[src/rtl/uni_shift_seq.sv]
// Universal multi-mode shift register: a start launches `amount` 1-bit steps, then done pulses for one cycle with the final value.
// Latency is amount cycles (amount==0 completes the next cycle); start/load are dropped while busy, with no queuing or backpressure.
module uni_shift_seq #(
  parameter int N     = 8,
  parameter int CNT_W = 4
) (
  input  logic             clk,
  input  logic             reset_n,
  input  logic             load,
  input  logic [N-1:0]     data_in,
  input  logic             start,
  input  logic [2:0]       mode,
  input  logic [CNT_W-1:0] amount,
  input  logic             ser_in,
  output logic [N-1:0]     data_out,
  output logic             busy,
  output logic             done,
  output logic             ser_out_msb,
  output logic             ser_out_lsb
);

  typedef enum logic {
    IDLE  = 1'b0,
    SHIFT = 1'b1
  } state_t;

  typedef enum logic [2:0] {
    M_LSL  = 3'b000,
    M_LSR  = 3'b001,
    M_ASR  = 3'b010,
    M_ROL  = 3'b011,
    M_ROR  = 3'b100,
    M_SSL  = 3'b101,
    M_SSR  = 3'b110,
    M_HOLD = 3'b111
  } mode_t;

  state_t           state_q, state_d;
  mode_t            mode_q,  mode_d;
  logic [CNT_W-1:0] cnt_q,   cnt_d;
  logic [N-1:0]     data_q,  data_d;
  logic             done_q,  done_d;
  logic [N-1:0]     step_val;

  // One 1-bit step of the latched operation; reserved mode holds the value.
  always_comb begin
    step_val = data_q;
    case (mode_q)
      M_LSL:   step_val = {data_q[N-2:0], 1'b0};
      M_LSR:   step_val = {1'b0, data_q[N-1:1]};
      M_ASR:   step_val = {data_q[N-1], data_q[N-1:1]};
      M_ROL:   step_val = {data_q[N-2:0], data_q[N-1]};
      M_ROR:   step_val = {data_q[0], data_q[N-1:1]};
      M_SSL:   step_val = {data_q[N-2:0], ser_in};
      M_SSR:   step_val = {ser_in, data_q[N-1:1]};
      default: step_val = data_q;
    endcase
  end

  always_comb begin
    state_d = state_q;
    mode_d  = mode_q;
    cnt_d   = cnt_q;
    data_d  = data_q;
    done_d  = 1'b0;
    case (state_q)
      IDLE: begin
        if (load) begin
          data_d = data_in;
        end else if (start) begin
          if (amount == '0) begin
            done_d = 1'b1;
          end else begin
            mode_d  = mode_t'(mode);
            cnt_d   = amount;
            state_d = SHIFT;
          end
        end
      end
      SHIFT: begin
        // start/load are deliberately not looked at here.
        data_d = step_val;
        cnt_d  = cnt_q - CNT_W'(1);
        if (cnt_q == CNT_W'(1)) begin
          state_d = IDLE;
          done_d  = 1'b1;
        end
      end
      default: state_d = IDLE;
    endcase
  end

  always_ff @(posedge clk) begin
    if (!reset_n) begin
      state_q <= IDLE;
      mode_q  <= M_LSL;
      cnt_q   <= '0;
      data_q  <= '0;
      done_q  <= 1'b0;
    end else begin
      state_q <= state_d;
      mode_q  <= mode_d;
      cnt_q   <= cnt_d;
      data_q  <= data_d;
      done_q  <= done_d;
    end
  end

  assign data_out    = data_q;
  assign busy        = (state_q == SHIFT);
  assign done        = done_q;
  assign ser_out_msb = data_q[N-1];
  assign ser_out_lsb = data_q[0];

endmodule

[config.mk]
export PLATFORM = sky130hd
export DESIGN_NAME = uni_shift_seq
export DESIGN_NICKNAME = d
export VERILOG_FILES = /design/src/rtl/uni_shift_seq.sv
export SDC_FILE = /design/constraint.sdc
export NUM_CORES = 1
export LEC_CHECK = 0
export ABC_AREA = 1
export CAP_MARGIN = 20
export CORE_UTILIZATION = 42
export DETAILED_ROUTE_END_ITERATION = 10
export PLACE_DENSITY = 0.78
export SYNTH_ARGS = -nofsm -noshare
export SYNTH_HDL_FRONTEND = slang
export SYNTH_SLANG_ARGS = --single-unit
[constraint.sdc]
create_clock -name clk -period 1.82 [get_ports clk]
set_clock_uncertainty 0.2 [all_clocks]
set_input_delay 0.364 -clock clk [delete_from_list [all_inputs] [get_ports clk]]
set_output_delay 0.364 -clock clk [all_outputs]
set_load 0.01 [all_outputs]
==> results of run 1 <==
stage by stage:
step                setup TNS [ns]  power [mW]
finish                           0      0.9428
CTS                              0      0.9524
global placement                 0      0.7328
detailed placement        -0.04843      0.7403
floorplan                        0      0.6333
global route                     0       1.002
final cells by class:
type | count | area, um^2
well taps | 30 | 37.54
fillers | 251 | 1015
flip-flops and latches | 17 | 346.6
clock inverters | 1 | 5.005
inverters | 20 | 77.57
clock buffers | 3 | 22.52
repair buffers | 35 | 349.1
multi-input cells | 127 | 624.3
where the power goes:
group          switching [mW]  internal, mW  total (mW)  leakage, nW
logic                   0.155         0.139       0.293        0.496
registers              0.0336         0.405       0.439        0.142
clock network           0.128        0.0821       0.211       0.0177
sequential cells by signal (all words and copies together), names as in the netlist:
register / flops
data_out: 8
cnt_q: 4
mode_q: 3
busy: 1
done: 1
worst max-delay path by stage:
stage                                  end  depth (start not counted)
floorplan            cnt_q[3]$_SDFFE_PN0P_                          8
global placement    mode_q[2]$_SDFFE_PN0P_                          7
detailed placement  mode_q[1]$_SDFFE_PN0P_                          7
CTS                            data_out[4]                          1
global route                   data_out[3]                          1
finish                         data_out[3]                          1
per-layer routing:
layer,vias to the layer above,track usage (%),routed length (um)
li1,613,-,-
met1,527,26.41,1145
met2,31,33.33,1230
met3,4,6.034,132
met4,0,5.702,30
met5,-,0,0
layout by cell type (no fill, tap or decap), types with 2 or more instances in the layout:
| cell | n |
|---|---|
| a21oi_2 | 2 |
| dlymetal6s2s_1 | 4 |
| buf_4 | 4 |
| a21oi_1 | 15 |
| nand4_1 | 5 |
| nand3_2 | 2 |
| nor2_1 | 31 |
| ha_1 | 2 |
| dfxtp_2 | 5 |
| nand2_1 | 40 |
| nand3_1 | 12 |
| dfxtp_1 | 12 |
| inv_1 | 17 |
| a31oi_1 | 2 |
| clkdlybuf4s50_1 | 26 |
| nor2_2 | 2 |
| clkbuf_4 | 3 |
| nand2_2 | 2 |
| nand3_4 | 2 |
| o21ai_0 | 5 |
| nor3_1 | 2 |
what timing repair did:
action                     in CTS  in global routing
hold buffers                    0                  0
setup buffers                   0                  0
gates resized for setup         4                  6
setup endpoints to repair       5                  6
cell families after synthesis:
group           after synthesis
buf+inv                      29
flops                        17
fa+ha+maj                     2
simple gates                 99
compound gates               26
==> impl_metrics.json, run 1 <==
{
  "status": "complete, no violations",
  "numPortBuffers": 31,
  "via_per_inst": 5.043,
  "drc_errors": 0,
  "core_um2": 2477,
  "netlist_instances": 173,
  "grt_usage_pct": 20.71,
  "io_pins": 32,
  "cp.arrival_ns": 1.21,
  "hold_violations": 0,
  "drt_first_pass_iters": 7,
  "synth_top_family_by_area": "simple AND/OR/NAND/NOR gates",
  "clk_latency_ns": 0.30,
  "rr_startpoint": "mode_q[1]$_SDFFE_PN0P_",
  "clk_pin_slew_ns": 0.11,
  "die_w_um": 53.35,
  "placed_area_um2": 1420,
  "drt_wl_total_um": 2538,
  "yosysMostFrequentCell": "nand2_1",
  "fmax_ghz": 0.5643,
  "crit_type": "register to output pin",
  "setup_viol": 0,
  "cp_slowest_cell": "clkdlybuf4s50_1",
  "dpl.hpwl_um": 1921,
  "post-synth-top-area-cell": "dfxtp_1",
  "ys_types": 26,
  "final_area_um2": 1463,
  "min_delay_path_depth": 2,
  "synth_edf_count": 0,
  "dp_slack_ns": -0.04257,
  "worstHoldEndpoint": "cnt_q[1]$_SDFFE_PN0P_",
  "holdWs_ns": 0.2883,
  "power_leakage_nw": 0.6552,
  "start_kind": "register",
  "htreeDepth": 1,
  "grt_max_degree": 20,
  "relSlewSlack_pct": 73.02,
  "drt-initial-drc-count": 27,
  "synth_mux_area_share_pct": 0,
  "cap_violations": 0,
  "start_util_pct": 44.70,
  "place.gp.congestion": 0.8526,
  "synthTopCellsByCount": "nand2_1, nor2_1, dfxtp_1, inv_1, a21oi_1",
  "synth_seq_cells": 17,
  "setup_ws_ns": 0.04795,
  "r2r_cells": 8,
  "end_kind": "output pin",
  "r2r_setup_slack_ns": 0.19,
  "grt_pass1_wl_um": 4236,
  "finalNonFillerCells": 233,
  "crit_family": "buffers and inverters",
  "synth-simple-area-share_pct": 41.02,
  "worstMarginPinSlew_ns": 0.4043,
  "synth_compound_area_share_pct": 13.11,
  "nNetsFinal": 226,
  "dieArea_um2": 2846,
  "num_vias": 1175,
  "synth_fa_ha_area_share_pct": 2.260,
  "worstHoldStart": "cnt_q[1]$_SDFFE_PN0P_",
  "wl_per_cell_um": 10.89,
  "maxSlewViolCount": 0,
  "final_layout_size_suffix_gt1_share_pct": 12.32,
  "cp_num_buf_inv": 1,
  "area_growth_pct": 32.09,
  "netlist.area_leader.share_pct": 30.73,
  "fin_crit_sh_pct": 97.37,
  "postSynth.asyncResetShare_pct": 0,
  "synth_nets": 195,
  "antenna_found_initial": 0,
  "yosysSeqAreaShare_pct": 30.73,
  "r2r-end": "data_out[4]$_SDFFE_PN0P_",
  "cts_tree": "yes",
  "syn_area_um2": 1107,
  "synth-xor-area-share_pct": 0,
  "crit_start": "data_out[3]$_SDFFE_PN0P_",
  "cts_buffers": 3,
  "path_cells": "clkdlybuf4s50_1",
  "crit_fanout": 4,
  "dp.cells": 229,
  "vdd_drop_max_uv": 595.4,
  "ys_warn_count": 0,
  "antenna_cells": 0,
  "grt_pass1_vias": 1026,
  "clock_path_buffers": 2,
  "cellPowerDensity_nw_per_um2": 644.6,
  "ant_nets": 0,
  "clockRootBuffer": "clkbuf_4",
  "rsz0062_at_grt": "no",
  "grt_remaining_overflow": 0,
  "slowest_delay_ns": 0.54,
  "period_minus_slack_ns": 1.772,
  "required_ns": 1.26,
  "hold_path_class": "register to register",
  "rows": 18,
  "die_h_um": 53.35,
  "ys.flop_type": "dfxtp_1",
  "synth_area_leaders": "dfxtp_1, nand2_1, nor2_1, a21oi_1, inv_1",
  "final_util_pct": 59.04,
  "avgSynthCellArea_um2": 6.401,
  "cts_sinks": 17
}
Note: power is estimated with default switching activity, not from simulation.
==> inputs of run 2 (changes only) <==
--- a/config.mk
+++ b/config.mk
@@ -7,9 +7,12 @@
 export LEC_CHECK = 0
 export ABC_AREA = 1
 export CAP_MARGIN = 20
-export CORE_UTILIZATION = 42
+export CELL_PAD_IN_SITES_DETAIL_PLACEMENT = 0
+export CELL_PAD_IN_SITES_GLOBAL_PLACEMENT = 1
+export CORE_UTILIZATION = 32
 export DETAILED_ROUTE_END_ITERATION = 10
-export PLACE_DENSITY = 0.78
+export PLACE_DENSITY = 0.85
+export SLEW_MARGIN = 5
 export SYNTH_ARGS = -nofsm -noshare
 export SYNTH_HDL_FRONTEND = slang
 export SYNTH_SLANG_ARGS = --single-unit
==> run 2 against run 1 <==
  * Die area grew 30%
  * Register-to-register slack about the same
  * Cell count up 7.3%
  * Flip-flop and latch count stayed put
  * Sequential share of layout area decreased by 0.48 points
  * Routed wire length grew 5.8%
  * Core utilization decreased by 12 points
  * Clock power about the same
  * Combinational power grew 5%
  * Critical path depth stayed put
  * Count of clock-buffer cells in the layout unchanged
  * Worst hold slack worse by 0.010 ns
==> impl_metrics.json, run 2 (synthesis results as in run 1) <==
{
  "status": "complete, no violations",
  "cts_setup_buffers": 0,
  "clk_latency_ns": 0.29,
  "numPortBuffers": 31,
  "rsz0062_at_grt": "no",
  "grt_use_met3_pct": 2.132,
  "drc_errors": 0,
  "worstHoldEndpoint": "cnt_q[1]$_SDFFE_PN0P_",
  "power_leakage_nw": 0.6547,
  "rows": 20,
  "hold_violations": 0,
  "maxSlewViolCount": 0,
  "grt_pass1_vias": 1023,
  "cts_sinks": 17,
  "largest_register_ffs": 8,
  "cts_tree": "yes",
  "crit_family": "buffers and inverters",
  "cp_num_buf_inv": 1,
  "cts_buffers": 3,
  "finalNonFillerCells": 250,
  "use_met1_pct": 22.42,
  "setup_viol": 0,
  "period_minus_slack_ns": 1.765,
  "wl_per_cell_um": 10.74,
  "via_per_inst": 4.620,
  "cp_slowest_cell": "clkdlybuf4s50_1",
  "place.gp.congestion": 0.8568,
  "core_um2": 3178,
  "die_h_um": 60.83,
  "clk_pin_slew_ns": 0.11,
  "io_pins": 32,
  "crit_fanout": 4,
  "clock_path_buffers": 2,
  "grt_usage_pct": 16.33,
  "most-common-layout-cells": "nand2_1, nor2_1, clkdlybuf4s50_1",
  "worstMarginPinSlew_ns": 0.4103,
  "antenna_found_initial": 0,
  "vdd_drop_max_uv": 305.6,
  "area_growth_pct": 35.82,
  "grt_max_degree": 15,
  "fin_crit_sh_pct": 96.95,
  "worstHoldStart": "cnt_q[1]$_SDFFE_PN0P_",
  "required_ns": 1.26,
  "cellPowerDensity_nw_per_um2": 635.9,
  "drt_wl_total_um": 2686,
  "final_layout_size_suffix_gt1_share_pct": 14.56,
  "holdBufCountCts": 0,
  "drt-initial-drc-count": 36,
  "clockRootBuffer": "clkbuf_4",
  "ant_nets": 0,
  "grt_pass1_wl_um": 4574,
  "start_util_pct": 34.84,
  "fmax_ghz": 0.5667,
  "nNetsFinal": 229,
  "end_kind": "output pin",
  "met2_usage_pct": 26.22,
  "die_w_um": 60.83,
  "crit_type": "register to output pin",
  "min_delay_path_depth": 2,
  "path_cells": "clkdlybuf4s50_1",
  "antenna_cells": 0,
  "layout_commonest_cell": "nand2_1",
  "drt_first_pass_iters": 4,
  "relSlewSlack_pct": 72.61,
  "grt_remaining_overflow": 0,
  "cp.arrival_ns": 1.20,
  "top_usage_layer": "met2",
  "crit_start": "data_out[4]$_SDFFE_PN0P_",
  "hold_path_class": "register to register",
  "cap_violations": 0,
  "dp.cells": 246,
  "dpl.hpwl_um": 2015,
  "r2r_cells": 8,
  "r2r_setup_slack_ns": 0.19,
  "dieArea_um2": 3700,
  "slowest_delay_ns": 0.54,
  "rr_startpoint": "mode_q[0]$_SDFFE_PN0P_",
  "start_kind": "register",
  "num_vias": 1155,
  "final_util_pct": 47.32,
  "r2r-end": "data_out[4]$_SDFFE_PN0P_",
  "htreeDepth": 1
}
run 2: changes by cell type in the layout (fill, tap and decap cells not counted), sizes merged:
cell and delta:
buf +3, clkdlybuf4s50 +2, dlygate4sd2 -1, dlymetal6s2s -1
run 2: stage by stage:
step                      total power [mW]  hold WS, ns  instance area [um^2]  worst slack, ns  setup TNS (ns)
after floorplan                     0.6333       0.2440                  1107           0.3092               0
after global placement              0.7501       0.2558                  1460         -0.02490        -0.06678
after detailed placement            0.7528       0.2605                  1460         -0.03974        -0.09396
after CTS                           0.9621       0.2772                  1491          0.01141               0
after global routing                 1.022       0.3080                  1504        0.0005634               0
final                               0.9564       0.2782                  1504          0.05543               0
run 2: area by class of cell:
cell class              count  area, um^2
repair buffers             38       370.4
fillers                   348        1674
inverters                  20       77.57
clock buffers               3       22.52
multi-input cells         127       624.3
well taps                  44       55.05
clock inverters             1       5.005
flip-flops and latches     17       349.1
run 2: worst register-to-register path, cell delays in order, from the launching register on:
cell     delay [ns]
dfxtp_1        0.53
inv_4          0.09
nand2_1        0.14
nand3_4        0.18
nor2_1         0.13
nor2_1         0.05
nand2_1        0.06
nand2_1        0.04
a21oi_1        0.13
run 2: timing repair:
action | in CTS | in global routing
endpoints found under the setup margin | 4 | 9
gates resized for setup | 3 | 7
hold endpoints to repair | 0 | 0
run 2: worst max path at each step:
stage                        endpoint  slack, ns  cells after the start
2_1_floorplan   cnt_q[3]$_SDFFE_PN0P_       0.31                      8
5_1_grt                          busy     0.0006                      1
6_report                  data_out[4]       0.06                      1
3_5_place_dp   mode_q[0]$_SDFFE_PN0P_      -0.04                      7
3_3_place_gp   mode_q[1]$_SDFFE_PN0P_      -0.02                      7
4_1_cts                   data_out[4]       0.01                      1
run 2: power by group:
part           total, mW  switching [mW]  leakage [nW]  internal (mW)
sequential         0.440          0.0343         0.143          0.406
clock              0.209           0.127        0.0177         0.0816
combinational      0.307           0.160         0.494          0.147
total              0.956           0.322         0.655          0.635
run 2: layer usage:
metal / vias up / part of all wire (%)
met5: - / 0
met4: 0 / 1.0
met3: 2 / 3.6
met2: 29 / 42
met1: 505 / 53
li1: 619 / -
